===== src/rtl/cam_pixel_addresser_pkg.sv =====
// Shared types and default geometry for the camera pixel addresser.
// Package cam_pkg is imported by the top level; it has no logic of its own.
package cam_pkg;

  typedef enum logic [1:0] {
    SYNC   = 2'd0,
    VBLANK = 2'd1,
    ACTIVE = 2'd2
  } cam_addr_state_t;

  localparam int CAM_FRAME_W = 1280;
  localparam int CAM_FRAME_H = 720;

endpackage : cam_pkg


===== src/rtl/cam_pixel_addresser_if.sv =====
// Pixel stream bundle between the byte-pairing stage, the addresser and the frame-buffer writer.
// The slave modport is the addresser's view; the master modport is the environment's view.
interface cam_pixel_addresser_if #(
  parameter int HC_W = 11,
  parameter int VC_W = 10
);

  logic              hs_cam_in;
  logic              vs_cam_in;
  logic [15:0]       data_in;
  logic              valid_in;

  logic [15:0]       pixel_out;
  logic [HC_W-1:0]   hcount_out;
  logic [VC_W-1:0]   vcount_out;
  logic              valid_out;
  logic              frame_start_out;
  logic              frame_done_out;
  logic              err_overrun_out;
  logic [HC_W:0]     line_len_out;
  logic [VC_W:0]     frame_lines_out;
  logic [15:0]       frame_count_out;

  modport master (
    output hs_cam_in, vs_cam_in, data_in, valid_in,
    input  pixel_out, hcount_out, vcount_out, valid_out,
           frame_start_out, frame_done_out, err_overrun_out,
           line_len_out, frame_lines_out, frame_count_out
  );

  modport slave (
    input  hs_cam_in, vs_cam_in, data_in, valid_in,
    output pixel_out, hcount_out, vcount_out, valid_out,
           frame_start_out, frame_done_out, err_overrun_out,
           line_len_out, frame_lines_out, frame_count_out
  );

endinterface : cam_pixel_addresser_if


===== src/rtl/sync_edge_det.sv =====
// Registers a sync level and reports its rising and falling edges against the registered copy.
module sync_edge_det (
  input  logic clk,
  input  logic rst_n,
  input  logic i_level,
  output logic o_rise,
  output logic o_fall
);

  logic r_prev;

  // NOTE: state registers use non-blocking (<=) so every flop samples pre-edge values.
  always_ff @(posedge clk or negedge rst_n) begin
    if (!rst_n) begin
      r_prev <= 1'b0;
    end else begin
      r_prev <= i_level;
    end
  end

  assign o_rise = i_level & ~r_prev;
  assign o_fall = ~i_level & r_prev;

endmodule : sync_edge_det


===== src/rtl/cam_pixel_addresser.sv =====
// Tags accepted camera pixels with (hcount, vcount) and tracks frame/line boundaries.
// Optional line/frame statistics are built only when CAM_STATS_EN is defined.
module cam_pixel_addresser
  import cam_pkg::*;
#(
  parameter int FRAME_W = CAM_FRAME_W,
  parameter int FRAME_H = CAM_FRAME_H,
  parameter int HC_W    = 11,
  parameter int VC_W    = 10
) (
  input  logic                  clk_pixel_in,
  input  logic                  rst_n_in,
  cam_pixel_addresser_if.slave  bus
);

  // Counters carry one extra bit so FRAME_W == 2**HC_W still compares correctly.
  localparam logic [HC_W:0] LP_W_LIM = FRAME_W[HC_W:0];
  localparam logic [VC_W:0] LP_H_LIM = FRAME_H[VC_W:0];

  cam_addr_state_t  r_state;
  logic [HC_W:0]    r_hcount;
  logic [VC_W:0]    r_vcount;
  logic             r_first_px;

  logic [15:0]      r_pixel;
  logic [HC_W-1:0]  r_hc_out;
  logic [VC_W-1:0]  r_vc_out;
  logic             r_valid;
  logic             r_frame_start;
  logic             r_frame_done;
  logic             r_err_overrun;

  logic w_hs_fall;
  logic w_vs_rise;
  logic w_vs_fall;
  logic w_acc;
  logic w_in_bounds;
  logic w_in_active;
  logic w_line_end;
  logic w_frame_end;
  logic [VC_W:0] w_vcount_next;

  sync_edge_det u_hs_edge (
    .clk     (clk_pixel_in),
    .rst_n   (rst_n_in),
    .i_level (bus.hs_cam_in),
    .o_rise  (),
    .o_fall  (w_hs_fall)
  );

  sync_edge_det u_vs_edge (
    .clk     (clk_pixel_in),
    .rst_n   (rst_n_in),
    .i_level (bus.vs_cam_in),
    .o_rise  (w_vs_rise),
    .o_fall  (w_vs_fall)
  );

  assign w_acc       = bus.valid_in & bus.hs_cam_in & bus.vs_cam_in;
  assign w_in_bounds = (r_hcount < LP_W_LIM) && (r_vcount < LP_H_LIM);
  assign w_in_active = (r_state == ACTIVE);
  // A VSYNC fall absorbs a coincident HSYNC fall, so a line is never counted twice.
  assign w_frame_end = w_in_active & w_vs_fall;
  assign w_line_end  = w_in_active & w_hs_fall & ~w_vs_fall & (r_hcount != '0);
  assign w_vcount_next = (r_vcount < LP_H_LIM) ? r_vcount + 1'b1 : r_vcount;

  always_ff @(posedge clk_pixel_in or negedge rst_n_in) begin
    if (!rst_n_in) begin
      r_state       <= SYNC;
      r_hcount      <= '0;
      r_vcount      <= '0;
      r_first_px    <= 1'b0;
      r_pixel       <= '0;
      r_hc_out      <= '0;
      r_vc_out      <= '0;
      r_valid       <= 1'b0;
      r_frame_start <= 1'b0;
      r_frame_done  <= 1'b0;
      r_err_overrun <= 1'b0;
    end else begin
      r_valid       <= 1'b0;
      r_frame_start <= 1'b0;
      r_frame_done  <= 1'b0;

      unique case (r_state)
        // Wait out any frame already in flight when reset was released.
        SYNC: begin
          if (!bus.vs_cam_in) r_state <= VBLANK;
        end

        VBLANK: begin
          if (w_vs_rise) begin
            r_hcount   <= '0;
            r_vcount   <= '0;
            r_first_px <= 1'b1;
            r_state    <= ACTIVE;
          end
        end

        ACTIVE: begin
          if (w_acc) begin
            if (w_in_bounds) begin
              r_valid       <= 1'b1;
              r_pixel       <= bus.data_in;
              r_hc_out      <= r_hcount[HC_W-1:0];
              r_vc_out      <= r_vcount[VC_W-1:0];
              r_hcount      <= r_hcount + 1'b1;
              r_frame_start <= r_first_px;
              r_first_px    <= 1'b0;
            end else begin
              r_err_overrun <= 1'b1;
            end
          end

          if (w_frame_end) begin
            r_frame_done <= 1'b1;
            r_state      <= VBLANK;
          end else if (w_line_end) begin
            r_hcount <= '0;
            r_vcount <= w_vcount_next;
          end
        end

        default: r_state <= SYNC;
      endcase
    end
  end

  assign bus.pixel_out       = r_pixel;
  assign bus.hcount_out      = r_hc_out;
  assign bus.vcount_out      = r_vc_out;
  assign bus.valid_out       = r_valid;
  assign bus.frame_start_out = r_frame_start;
  assign bus.frame_done_out  = r_frame_done;
  assign bus.err_overrun_out = r_err_overrun;

`ifdef CAM_STATS_EN
  logic [HC_W:0] r_line_len;
  logic [VC_W:0] r_frame_lines;
  logic [15:0]   r_frame_count;
  logic          w_partial;

  assign w_partial = (r_hcount != '0);

  always_ff @(posedge clk_pixel_in or negedge rst_n_in) begin
    if (!rst_n_in) begin
      r_line_len    <= '0;
      r_frame_lines <= '0;
      r_frame_count <= '0;
    end else if (w_frame_end) begin
      // An unterminated last line still counts as a line of the frame.
      r_frame_lines <= r_vcount + (VC_W+1)'(w_partial);
      r_frame_count <= r_frame_count + 1'b1;
      if (w_partial) r_line_len <= r_hcount;
    end else if (w_line_end) begin
      r_line_len <= r_hcount;
    end
  end

  assign bus.line_len_out    = r_line_len;
  assign bus.frame_lines_out = r_frame_lines;
  assign bus.frame_count_out = r_frame_count;
`else
  assign bus.line_len_out    = '0;
  assign bus.frame_lines_out = '0;
  assign bus.frame_count_out = '0;
`endif

endmodule : cam_pixel_addresser


===== src/flat_wrapper.sv =====
// flat-port wrapper written by rule: the top's interface ports become plain ports
module cam_pixel_addresser_flat import cam_pkg::*;
#(
  parameter int FRAME_W = CAM_FRAME_W,
  parameter int FRAME_H = CAM_FRAME_H,
  parameter int HC_W    = 11,
  parameter int VC_W    = 10
)
  (clk_pixel_in, rst_n_in, bus_hs_cam_in, bus_vs_cam_in, bus_data_in, bus_valid_in, bus_pixel_out, bus_hcount_out, bus_vcount_out, bus_valid_out, bus_frame_start_out, bus_frame_done_out, bus_err_overrun_out, bus_line_len_out, bus_frame_lines_out, bus_frame_count_out);
  cam_pixel_addresser_if #(.HC_W(HC_W), .VC_W(VC_W)) bus_i ();
  input  logic clk_pixel_in;
  input  logic rst_n_in;
  input wire logic [$bits(bus_i.hs_cam_in)-1:0] bus_hs_cam_in;
  input wire logic [$bits(bus_i.vs_cam_in)-1:0] bus_vs_cam_in;
  input wire logic [$bits(bus_i.data_in)-1:0] bus_data_in;
  input wire logic [$bits(bus_i.valid_in)-1:0] bus_valid_in;
  output wire logic [$bits(bus_i.pixel_out)-1:0] bus_pixel_out;
  output wire logic [$bits(bus_i.hcount_out)-1:0] bus_hcount_out;
  output wire logic [$bits(bus_i.vcount_out)-1:0] bus_vcount_out;
  output wire logic [$bits(bus_i.valid_out)-1:0] bus_valid_out;
  output wire logic [$bits(bus_i.frame_start_out)-1:0] bus_frame_start_out;
  output wire logic [$bits(bus_i.frame_done_out)-1:0] bus_frame_done_out;
  output wire logic [$bits(bus_i.err_overrun_out)-1:0] bus_err_overrun_out;
  output wire logic [$bits(bus_i.line_len_out)-1:0] bus_line_len_out;
  output wire logic [$bits(bus_i.frame_lines_out)-1:0] bus_frame_lines_out;
  output wire logic [$bits(bus_i.frame_count_out)-1:0] bus_frame_count_out;
  assign bus_i.hs_cam_in = bus_hs_cam_in;
  assign bus_i.vs_cam_in = bus_vs_cam_in;
  assign bus_i.data_in = bus_data_in;
  assign bus_i.valid_in = bus_valid_in;
  assign bus_pixel_out = bus_i.pixel_out;
  assign bus_hcount_out = bus_i.hcount_out;
  assign bus_vcount_out = bus_i.vcount_out;
  assign bus_valid_out = bus_i.valid_out;
  assign bus_frame_start_out = bus_i.frame_start_out;
  assign bus_frame_done_out = bus_i.frame_done_out;
  assign bus_err_overrun_out = bus_i.err_overrun_out;
  assign bus_line_len_out = bus_i.line_len_out;
  assign bus_frame_lines_out = bus_i.frame_lines_out;
  assign bus_frame_count_out = bus_i.frame_count_out;
  cam_pixel_addresser #(.FRAME_W(FRAME_W), .FRAME_H(FRAME_H), .HC_W(HC_W), .VC_W(VC_W)) u_core (.clk_pixel_in(clk_pixel_in), .rst_n_in(rst_n_in), .bus(bus_i));
endmodule

===== config.mk =====
export PLATFORM = sky130hd
export DESIGN_NAME = cam_pixel_addresser_flat
export DESIGN_NICKNAME = d
export VERILOG_FILES = /design/src/rtl/cam_pixel_addresser_pkg.sv /design/src/rtl/cam_pixel_addresser_if.sv /design/src/rtl/sync_edge_det.sv /design/src/rtl/cam_pixel_addresser.sv /design/src/flat_wrapper.sv
export SDC_FILE = /design/constraint.sdc
export NUM_CORES = 1
export LEC_CHECK = 0
export CAP_MARGIN = 10
export CORE_MARGIN = 4
export CORE_UTILIZATION = 42
export DETAILED_ROUTE_END_ITERATION = 10
export PLACE_DENSITY = 0.76
export SLEW_MARGIN = 20
export SYNTH_ARGS = -nofsm -noshare
export SYNTH_HDL_FRONTEND = slang
export SYNTH_SLANG_ARGS = --single-unit

===== constraint.sdc =====
create_clock -name clk_pixel_in -period 1.65 [get_ports clk_pixel_in]
set_input_delay 0.165 -clock clk_pixel_in [delete_from_list [all_inputs] [get_ports clk_pixel_in]]
set_output_delay 0.165 -clock clk_pixel_in [all_outputs]
set_load 0.1 [all_outputs]

# ---- Yosys cells after proc, flatten, opt, wreduce, memory -nomap -nowiden
# Cells that the tools add are included.
dict set report op_classes {
  bitwise 14
  magnitude_cmp 2
  n_addsub 2
  eq_ne 10
  n_reduce_logical 10
  mux 27
}
# cell count
set ops {}
lappend ops {{$mux W12} 5}
lappend ops {{$mux W11} 4}
lappend ops {{$pmux W12 S2} 1}
lappend ops {{$pmux W11 S2} 1}
lappend ops {{$add A12 B1 Y12 const B} 1}
lappend ops {{$lt A12 B11 Y1 const B} 1}
lappend ops {{$ne A2 B2 Y1 const B} 6}
lappend ops {{$reduce_bool A12 Y1} 1}
lappend ops {{$add A11 B1 Y11 const B} 1}
lappend ops {{$lt A11 B10 Y1 const B} 1}
lappend ops {{$mux W1} 11}
lappend ops {{$and A1 B1 Y1} 9}
lappend ops {{$reduce_and A3 Y1} 3}
lappend ops {{$mux W2} 3}
lappend ops {{$pmux W2 S3} 1}
lappend ops {{$not A1 Y1} 5}
lappend ops {{$reduce_and A5 Y1} 1}
lappend ops {{$ne A2 B1 Y1 const B} 2}
lappend ops {{$reduce_and A4 Y1} 1}
lappend ops {{$eq A2 B1 Y1 const B} 1}
lappend ops {{$eq A2 B2 Y1 const B} 1}
lappend ops {{$logic_not A2 Y1} 1}
lappend ops {{$pmux W1 S2} 1}
lappend ops {{$reduce_and A2 Y1} 1}
lappend ops {{other kinds (2)} 2}
dict set report word_totals {
  elab_cells 78
  out_inout_bits 80
  input_bits 21
  ff_bits 69
}

# ---- Logic depth before layout (Yosys ltp)
# Gate-level depths: netlist (run 1).
dict set report depth {
  depth_word 8
  mapped_depth 8
  mapped_depth_nobuf 7
}

# ---- Modules after synthesis
# A second synthesis (run 1) with hierarchy kept.
dict set report hier_totals {
  cells_unflattened 293
  area_unflattened_um2 3408.3
}
# module cells_each instances area_per_inst_um2 seq_area_each_um2
set by_module_without_submodules {}
lappend by_module_without_submodules {cam_pixel_addresser 287 1 3328.2 1676.6}
lappend by_module_without_submodules {sync_edge_det 3 2 40.0 25.0}

# ---- Least setup slack after synthesis (run 1)
# Ideal clock, no wire load.
dict set report synth_path {
  path_type {register -> register}
  from {register u_core.u_vs_edge.r_prev}
  to {register u_core.r_vcount[4]}
  stages_incl_launch_ff 6
  arrival_ps 1720
  setup_time_ps 77
  required_ps 1573
  period_less_slack_ps 1798
  path_buffers 1
  slack_ps -148
  cell_sequence {dfrtp_1 -> nor4b_4 -> a21oi_2 -> buf_6 -> or4_1 -> a21oi_1}
}
dict set report synth_between {
  elab_chain_cells 6
  elab_cells_between_ends 11
  cone_classes {eq/ne: 3; bitwise: 7; reduce/logical: 1}
}
# item line
set synth_lines {}
lappend synth_lines {{start: declaration} sync_edge_det.sv:10} ;# logic r_prev;
lappend synth_lines {{start signal: assignment} sync_edge_det.sv:17} ;# r_prev <= i_level;
lappend synth_lines {{$and A1 B1 Y1} sync_edge_det.sv:22} ;# assign o_fall = ~i_level & r_prev;
lappend synth_lines {{$not A1 Y1} cam_pixel_addresser.sv:64} ;# assign w_line_end = w_in_active & w_hs_fall & ~w_vs_fall & (r_hcount != '0);
lappend synth_lines {{$and A1 B1 Y1 (2 in a row)} cam_pixel_addresser.sv:64}
lappend synth_lines {{$ne A2 B2 Y1 (no line)} n/a}
lappend synth_lines {{$reduce_and A5 Y1 (no line) (*)} n/a}
lappend synth_lines {{end signal: assignment} cam_pixel_addresser.sv:120} ;# r_vcount <= w_vcount_next;
lappend synth_lines {{end: declaration} cam_pixel_addresser.sv:22} ;# logic [VC_W:0] r_vcount;
# Every way passes the cells marked *; elsewhere a longest branch is shown, timed or not.
# A chain may end at the register's enable or synchronous reset.

# ---- Worst setup path after layout (run 1)
dict set report layout_path {
  from {register u_core.r_vcount[4]}
  to {register u_core.r_hcount[8]}
}
dict set report layout_between {
  elab_chain_cells 7
}
# item line
set layout_lines {}
lappend layout_lines {{$lt A11 B10 Y1 (*)} cam_pixel_addresser.sv:60} ;# assign w_in_bounds = (r_hcount < LP_W_LIM) && (r_vcount < LP_H_LIM);
lappend layout_lines {{$logic_and A1 B1 Y1 (*)} cam_pixel_addresser.sv:60}
lappend layout_lines {{$mux W12 (*)} cam_pixel_addresser.sv:102} ;# if (w_in_bounds) begin
lappend layout_lines {{$mux W12 (*)} cam_pixel_addresser.sv:101} ;# if (w_acc) begin
lappend layout_lines {{$mux W12} cam_pixel_addresser.sv:118} ;# end else if (w_line_end) begin
lappend layout_lines {{$mux W12 (*)} cam_pixel_addresser.sv:115} ;# if (w_frame_end) begin
lappend layout_lines {{$pmux W12 S2 (*)} cam_pixel_addresser.sv:85} ;# unique case (r_state)
lappend layout_lines {{end signal: assignment} cam_pixel_addresser.sv:107} ;# r_hcount <= r_hcount + 1'b1;
lappend layout_lines {{end: declaration} cam_pixel_addresser.sv:21} ;# logic [HC_W:0] r_hcount;
# Marks and branches as above.

==> impl_metrics.json, run 1 <==
{
  "grt_pass1_wl_um": 15100,
  "timing.rr.end": "u_core.r_hcount[8]",
  "p_leak_nw": 2.76,
  "async_reset_ff_share_pct": 100,
  "grt_pass1_vias": 3088,
  "worstMarginPinSlew_ps": 508,
  "port_buffers": 61,
  "dp_hpwl_um": 6120,
  "synth_top_area_cell": "dfrtp_1",
  "numCtsBuffers": 9,
  "fillCellCount": 471,
  "track_usage_pct": 19.9,
  "finalHoldViolations": 0,
  "wl_per_cell_um": 17.2,
  "critPathRequiredTime_ps": 1880,
  "vias": 3157,
  "synth_area_mm2": 0.00331,
  "synth_top_family_by_area": "simple AND/OR/NAND/NOR gates",
  "drive_above_1_share_pct": 49.6,
  "grt_max_degree": 70,
  "clk_pin_slew_ps": 80,
  "cts-root-buf": "clkbuf_8",
  "synth_area_leaders": "dfrtp_1 52%, nand2_1 13%, buf_4 8.8%",
  "drv_cap": 0,
  "place_ws_ps": -314,
  "htree_levels": 3,
  "final_util_pct": 76.1,
  "postSynthAreaPerCell_um2": 9.22,
  "core.rowCount": 32,
  "clk_path_buf_depth": 2,
  "setup.worst_path.class": "reg -> reg",
  "total_power_mw": 5.47,
  "cts_tree": "yes",
  "rr_worst_depth": 7,
  "synth_common_cells": "117 x nand2_1, 69 x dfrtp_1, 39 x buf_4, 12 x nor2_1",
  "violations": "setup timing",
  "whs_path_depth": 3,
  "synth_ff_type": "dfrtp_1",
  "ios": 101,
  "power_density_mw_per_mm2": 934,
  "finalClockSkew_ps": 8.01,
  "synth_mux_area_share_pct": 0.605,
  "hold_start": "bus_data_in[8]",
  "finalWeightedCongestion": 0.882,
  "clkSinkCount": 69,
  "num_antenna_cells": 0,
  "fp.dieH_um": 96.8,
  "layoutNonFillerInstCount": 608,
  "ir_worst_vdd_mv": 0.486,
  "synth_seq_area_share_pct": 52.2,
  "rsz0062_at_grt": "true",
  "via_per_inst": 5.19,
  "firstDrtPassIters": 4,
  "synthAdderAreaFrac_pct": 1.13,
  "synth.most_common_cell": "nand2_1",
  "slew_viol_final": 0,
  "start_util_pct": 43.1,
  "synthSimpleGateAreaFrac_pct": 24.5,
  "post-route-period-util_pct": 112,
  "insertion_delay_ps": 360,
  "ys_warn_count": 0,
  "fin_crit_ps": 1850,
  "synth_cell_types": 45,
  "dieArea_mm2": 0.00937,
  "worstReg2RegStart": "u_core.r_vcount[4]",
  "holdPathEnd": "u_core.bus.pixel_out[8]",
  "synthCells": 359,
  "die_x_um": 96.8,
  "ant_nets": 0,
  "synth_xor_area_share_pct": 1.06,
  "min_path_type": "in -> reg",
  "initialDrtViolationCount": 195,
  "synth-edff-count": 0,
  "core_mm2": 0.00769,
  "drt-total-wl_um": 10500,
  "area_growth_pct": 76.7,
  "crit_fanout": 5,
  "fin_nets": 526,
  "critPathCaptureType": "register",
  "drcViolationCount": 0,
  "setup_viol": 53,
  "placed_cells": 566,
  "fin_ws_ps": -204,
  "synthDominantCellAreaShare_pct": 52.2,
  "antenna_found_initial": 0,
  "rrSetupSlack_ps": -200,
  "synth-compound-area-share_pct": 8.99,
  "cp-start-kind": "register",
  "grt.overflow.total": 0,
  "max-slew-margin-rel_pct": 66.0,
  "fmax_ghz": 0.539,
  "fin_setup_tns_ps": -4990,
  "cp.arrival_ps": 2080,
  "outcome": "finished, violations left",
  "ys_ff_latch": 69
}
==> cell type report <==
class,count,area (um2),share of cell area [%]
Tap cell,102,128,2.18
Multi-Input combinational cell,270,1920,32.8
Clock buffer,11,151,2.59
Timing Repair Buffer,145,1840,31.5
Sequential cell,69,1730,29.6
Clock inverter,4,47.5,0.813
Inverter,7,33.8,0.577
==> kinds of logic (layout without fill, tap and decap cells) <==
kind of cell / after synthesis / in the layout
XOR/XNOR: 4 / 4
multiplexers: 2 / 2
other: 1 / 39
AO/OA/AOI/OAI: 43 / 43
AND/OR/NAND/NOR: 178 / 179
flip-flops: 69 / 69
buffers and inverters: 59 / 167
adder cells (fa/ha/maj): 3 / 3
==> power breakdown <==
| group | internal [mW] | total (mW) | switching [mW] |
|---|---|---|---|
| Sequential | 1.81 | 1.96 | 0.157 |
| Clock | 0.766 | 1.41 | 0.642 |
| Combinational | 0.687 | 2.10 | 1.41 |
==> worst max-delay path, stage by stage, from the launching register on <==
cell and delay, ps:
dfrtp_1 410, o211ai_1 220, o2bb2ai_1 150, buf_4 170, buf_4 130, nand4_1 170
o311ai_1 350, o31ai_1 140
==> sequential cells by signal, indices dropped and copies added (netlist names), 2 cells and up <==
name                   count
u_core.r_hcount           12
u_core.bus.vcount_out     10
u_core.r_state             2
u_core.r_vcount           11
u_core.bus.pixel_out      16
u_core.bus.hcount_out     11
==> worst max path at each step <==
stage | startpoint | to | depth (start not counted)
2_1_floorplan | u_core.r_state[0] | u_core.r_vcount[4] | 6
3_3_place_gp | bus_vs_cam_in | u_core.r_hcount[9] | 5
3_5_place_dp | bus_vs_cam_in | u_core.r_vcount[6] | 6
4_1_cts | u_core.r_state[1] | u_core.r_vcount[6] | 5
5_1_grt | u_core.r_state[1] | u_core.r_vcount[6] | 6
6_report | u_core.r_vcount[4] | u_core.r_hcount[8] | 7
==> placed cells by master, fill, tap and decap left out, drive strengths merged, types with 3 or more instances in the layout <==
| cell type | count |
|---|---|
| o41ai | 3 |
| conb | 39 |
| clkdlybuf4s50 | 19 |
| nor4 | 3 |
| nand4 | 9 |
| o31ai | 6 |
| xor2 | 3 |
| nor2 | 12 |
| o21ai | 10 |
| inv | 7 |
| clkbuf | 14 |
| buf | 122 |
| or4 | 4 |
| nor3 | 3 |
| and2 | 5 |
| and3 | 4 |
| o211ai | 3 |
| nand3 | 9 |
| dfrtp | 69 |
| nand2 | 118 |
| ha | 3 |
| a21oi | 8 |
| nand2b | 5 |
==> routing by layer <==
| metal | vias to the layer above | part of all wire (%) | GRT usage, % |
|---|---|---|---|
| met5 | - | 0 | 0 |
| met4 | 0 | 2.8 | 8.64 |
| met3 | 26 | 6.1 | 5.05 |
| met2 | 140 | 55 | 34.4 |
| met1 | 1567 | 36 | 23.2 |
| li1 | 1424 | - | - |
==> timing repair <==
action | CTS | global route
pin swaps | 35 | 71
hold buffers | 1 | 0
endpoints found under the hold margin | 69 | 0
gates cloned | 3 | 4
setup endpoints to repair | 59 | 62
resized for setup | 50 | 121
buffers inserted | 11 | 13
==> through the flow <==
step                      area (um2)  hold WS, ps
final                           5850          341
after global placement          4730          213
after CTS                       5210          336
after floorplan                 3490         -131
after global routing            5850          354
after detailed placement        4730          216
Power figures use the tool's default switching activity.
==> run 2: changes to the inputs <==
--- a/config.mk
+++ b/config.mk
@@ -5,11 +5,13 @@
 export SDC_FILE = /design/constraint.sdc
 export NUM_CORES = 1
 export LEC_CHECK = 0
+export ABC_CLOCK_PERIOD_IN_PS = 1650
 export CAP_MARGIN = 10
 export CORE_MARGIN = 4
 export CORE_UTILIZATION = 42
 export DETAILED_ROUTE_END_ITERATION = 10
 export PLACE_DENSITY = 0.76
+export RECOVER_POWER = 100
 export SLEW_MARGIN = 20
 export SYNTH_ARGS = -nofsm -noshare
 export SYNTH_HDL_FRONTEND = slang
==> run 2 against run 1 <==
- via count barely moved
- flip-flop and latch count unchanged
- critical path depth unchanged
- maximum frequency hardly changed
- the run still ends with setup timing left
- final cell count is the same
==> impl_metrics.json, run 2 (synthesis gave the netlist of run 1 again) <==
{
  "outcome": "finished, violations left",
  "violations": "setup timing",
  "area_growth_pct": 76.3,
  "critPathRequiredTime_ps": 1880,
  "htree_levels": 3,
  "layout_common_cells": "66 x dfrtp_1, 59 x nand2_1, 59 x buf_4",
  "cp.arrival_ps": 2080,
  "fin_nets": 526,
  "layout_commonest_cell": "dfrtp_1",
  "min_path_type": "in -> reg",
  "crit_fanout": 5,
  "fin_ws_ps": -204,
  "fmax_ghz": 0.539,
  "critPathCaptureType": "register",
  "slew_viol_final": 0,
  "power_density_mw_per_mm2": 935,
  "postPlaceCellArea_mm2": 0.00473,
  "placed_cells": 566,
  "design_area_mm2": 0.00584,
  "finalWeightedCongestion": 0.882,
  "core.rowCount": 32,
  "via_per_inst": 5.19,
  "grt_max_degree": 70,
  "track_usage_pct": 19.9,
  "largest_register_ff_count": 16,
  "firstDrtPassIters": 4,
  "initialDrtViolationCount": 195,
  "vias": 3155,
  "drcViolationCount": 0,
  "grt_pass1_wl_um": 15100,
  "crit_top_cell": "buf_4",
  "ff_latch_area_mm2": 0.00173,
  "drv_cap": 0,
  "post-route-period-util_pct": 112,
  "rsz0062_at_grt": "true",
  "antenna_found_initial": 0,
  "ios": 101,
  "clk_path_buf_depth": 2,
  "fin_crit_ps": 1850,
  "core_mm2": 0.00769,
  "dp_hpwl_um": 6120,
  "slowest_delay_ps": 410,
  "rr_worst_depth": 7,
  "worstMarginPinSlew_ps": 942,
  "p_leak_nw": 2.76,
  "cts_tree": "yes",
  "setup_viol": 53,
  "finalHoldViolations": 0,
  "fillCellCount": 473,
  "cp-start-kind": "register",
  "total_power_mw": 5.46,
  "finalClockSkew_ps": 8.01,
  "ir_worst_vdd_mv": 0.486,
  "max-slew-margin-rel_pct": 37.2,
  "setup.worst_path.class": "reg -> reg",
  "whs_path_depth": 3,
  "port_buffers": 61,
  "dieArea_mm2": 0.00937,
  "critPathSlowestCell": "dfrtp_1",
  "drive_above_1_share_pct": 49.6,
  "final_util_pct": 75.9,
  "timing.hold.ws_ps": 341,
  "clkSinkCount": 69,
  "grt.overflow.total": 0,
  "fin_setup_tns_ps": -5020,
  "grt_pass1_vias": 3088,
  "wl_per_cell_um": 17.2,
  "numCtsBuffers": 9,
  "place_ws_ps": -314,
  "multi_input_area_mm2": 0.00192,
  "fp.dieH_um": 96.8,
  "num_antenna_cells": 0,
  "drt-total-wl_um": 10500,
  "clk_pin_slew_ps": 80,
  "insertion_delay_ps": 360,
  "ant_nets": 0,
  "start_util_pct": 43.1,
  "cts-root-buf": "clkbuf_8",
  "crit_chain": "o211ai_1 > o2bb2ai_1 > buf_4 > buf_4 > nand4_1 > o311ai_1 > o31ai_1",
  "die_x_um": 96.8,
  "layoutNonFillerInstCount": 608
}
==> run 2: power breakdown <==
part           switching [mW]  internal [mW]  total (mW)
Clock                   0.642          0.766        1.41
Combinational            1.41          0.683        2.09
Sequential              0.157           1.81        1.96
==> run 2: timing repair <==
action,CTS,global route
endpoints found under the hold margin,69,0
resized for setup,50,121
gates cloned,3,4
hold buffers,1,0
pin swaps,35,71
endpoints found under the setup margin,59,62
buffers inserted,11,13
==> run 2: worst paths after layout <==
kind | from | end | slack [ps]
worst max-delay path | u_core.r_vcount[4] | u_core.r_hcount[8] | -200
worst min-delay path | bus_data_in[8] | u_core.bus.pixel_out[8] | 340
worst max register to register | u_core.r_vcount[4] | u_core.r_hcount[8] | -200
worst min register to register | u_core.r_vcount[9] | u_core.bus.vcount_out[9] | 520
max in group asynchronous | rst_n_in | u_core.r_state[1] | 380
min in group asynchronous | rst_n_in | u_core.bus.pixel_out[4] | 620
==> run 2: cell type report <==
class,count,area share (%)
clock buffer,11,2.59
clock inverter,4,0.814
inverter,7,0.579
multi-input combinational,270,32.8
sequential,69,29.6
tap,102,2.19
timing repair buffer,145,31.4
==> run 2: worst max-delay path: cells and delay by family, from the launching register on <==
family          cells  cell delay, ps
simple gates        1             170
buf+inv             2             300
compound gates      4             860
flops               1             410
==> run 2: layer usage <==
layer	wire length (um)	track usage (%)	up-vias
li1	-	-	1424
met1	3800	23.2	1565
met2	5730	34.4	140
met3	640	5.05	26
met4	295	8.64	0
met5	0	0	-
==> run 3: changes to the inputs <==
--- a/config.mk
+++ b/config.mk
@@ -6,7 +6,7 @@
 export NUM_CORES = 1
 export LEC_CHECK = 0
 export ABC_CLOCK_PERIOD_IN_PS = 1650
-export CAP_MARGIN = 10
+export CAP_MARGIN = 15
 export CORE_MARGIN = 4
 export CORE_UTILIZATION = 42
 export DETAILED_ROUTE_END_ITERATION = 10
==> results of run 3 <==
The final DEF is identical to that of run 2; final timing and power are the same.
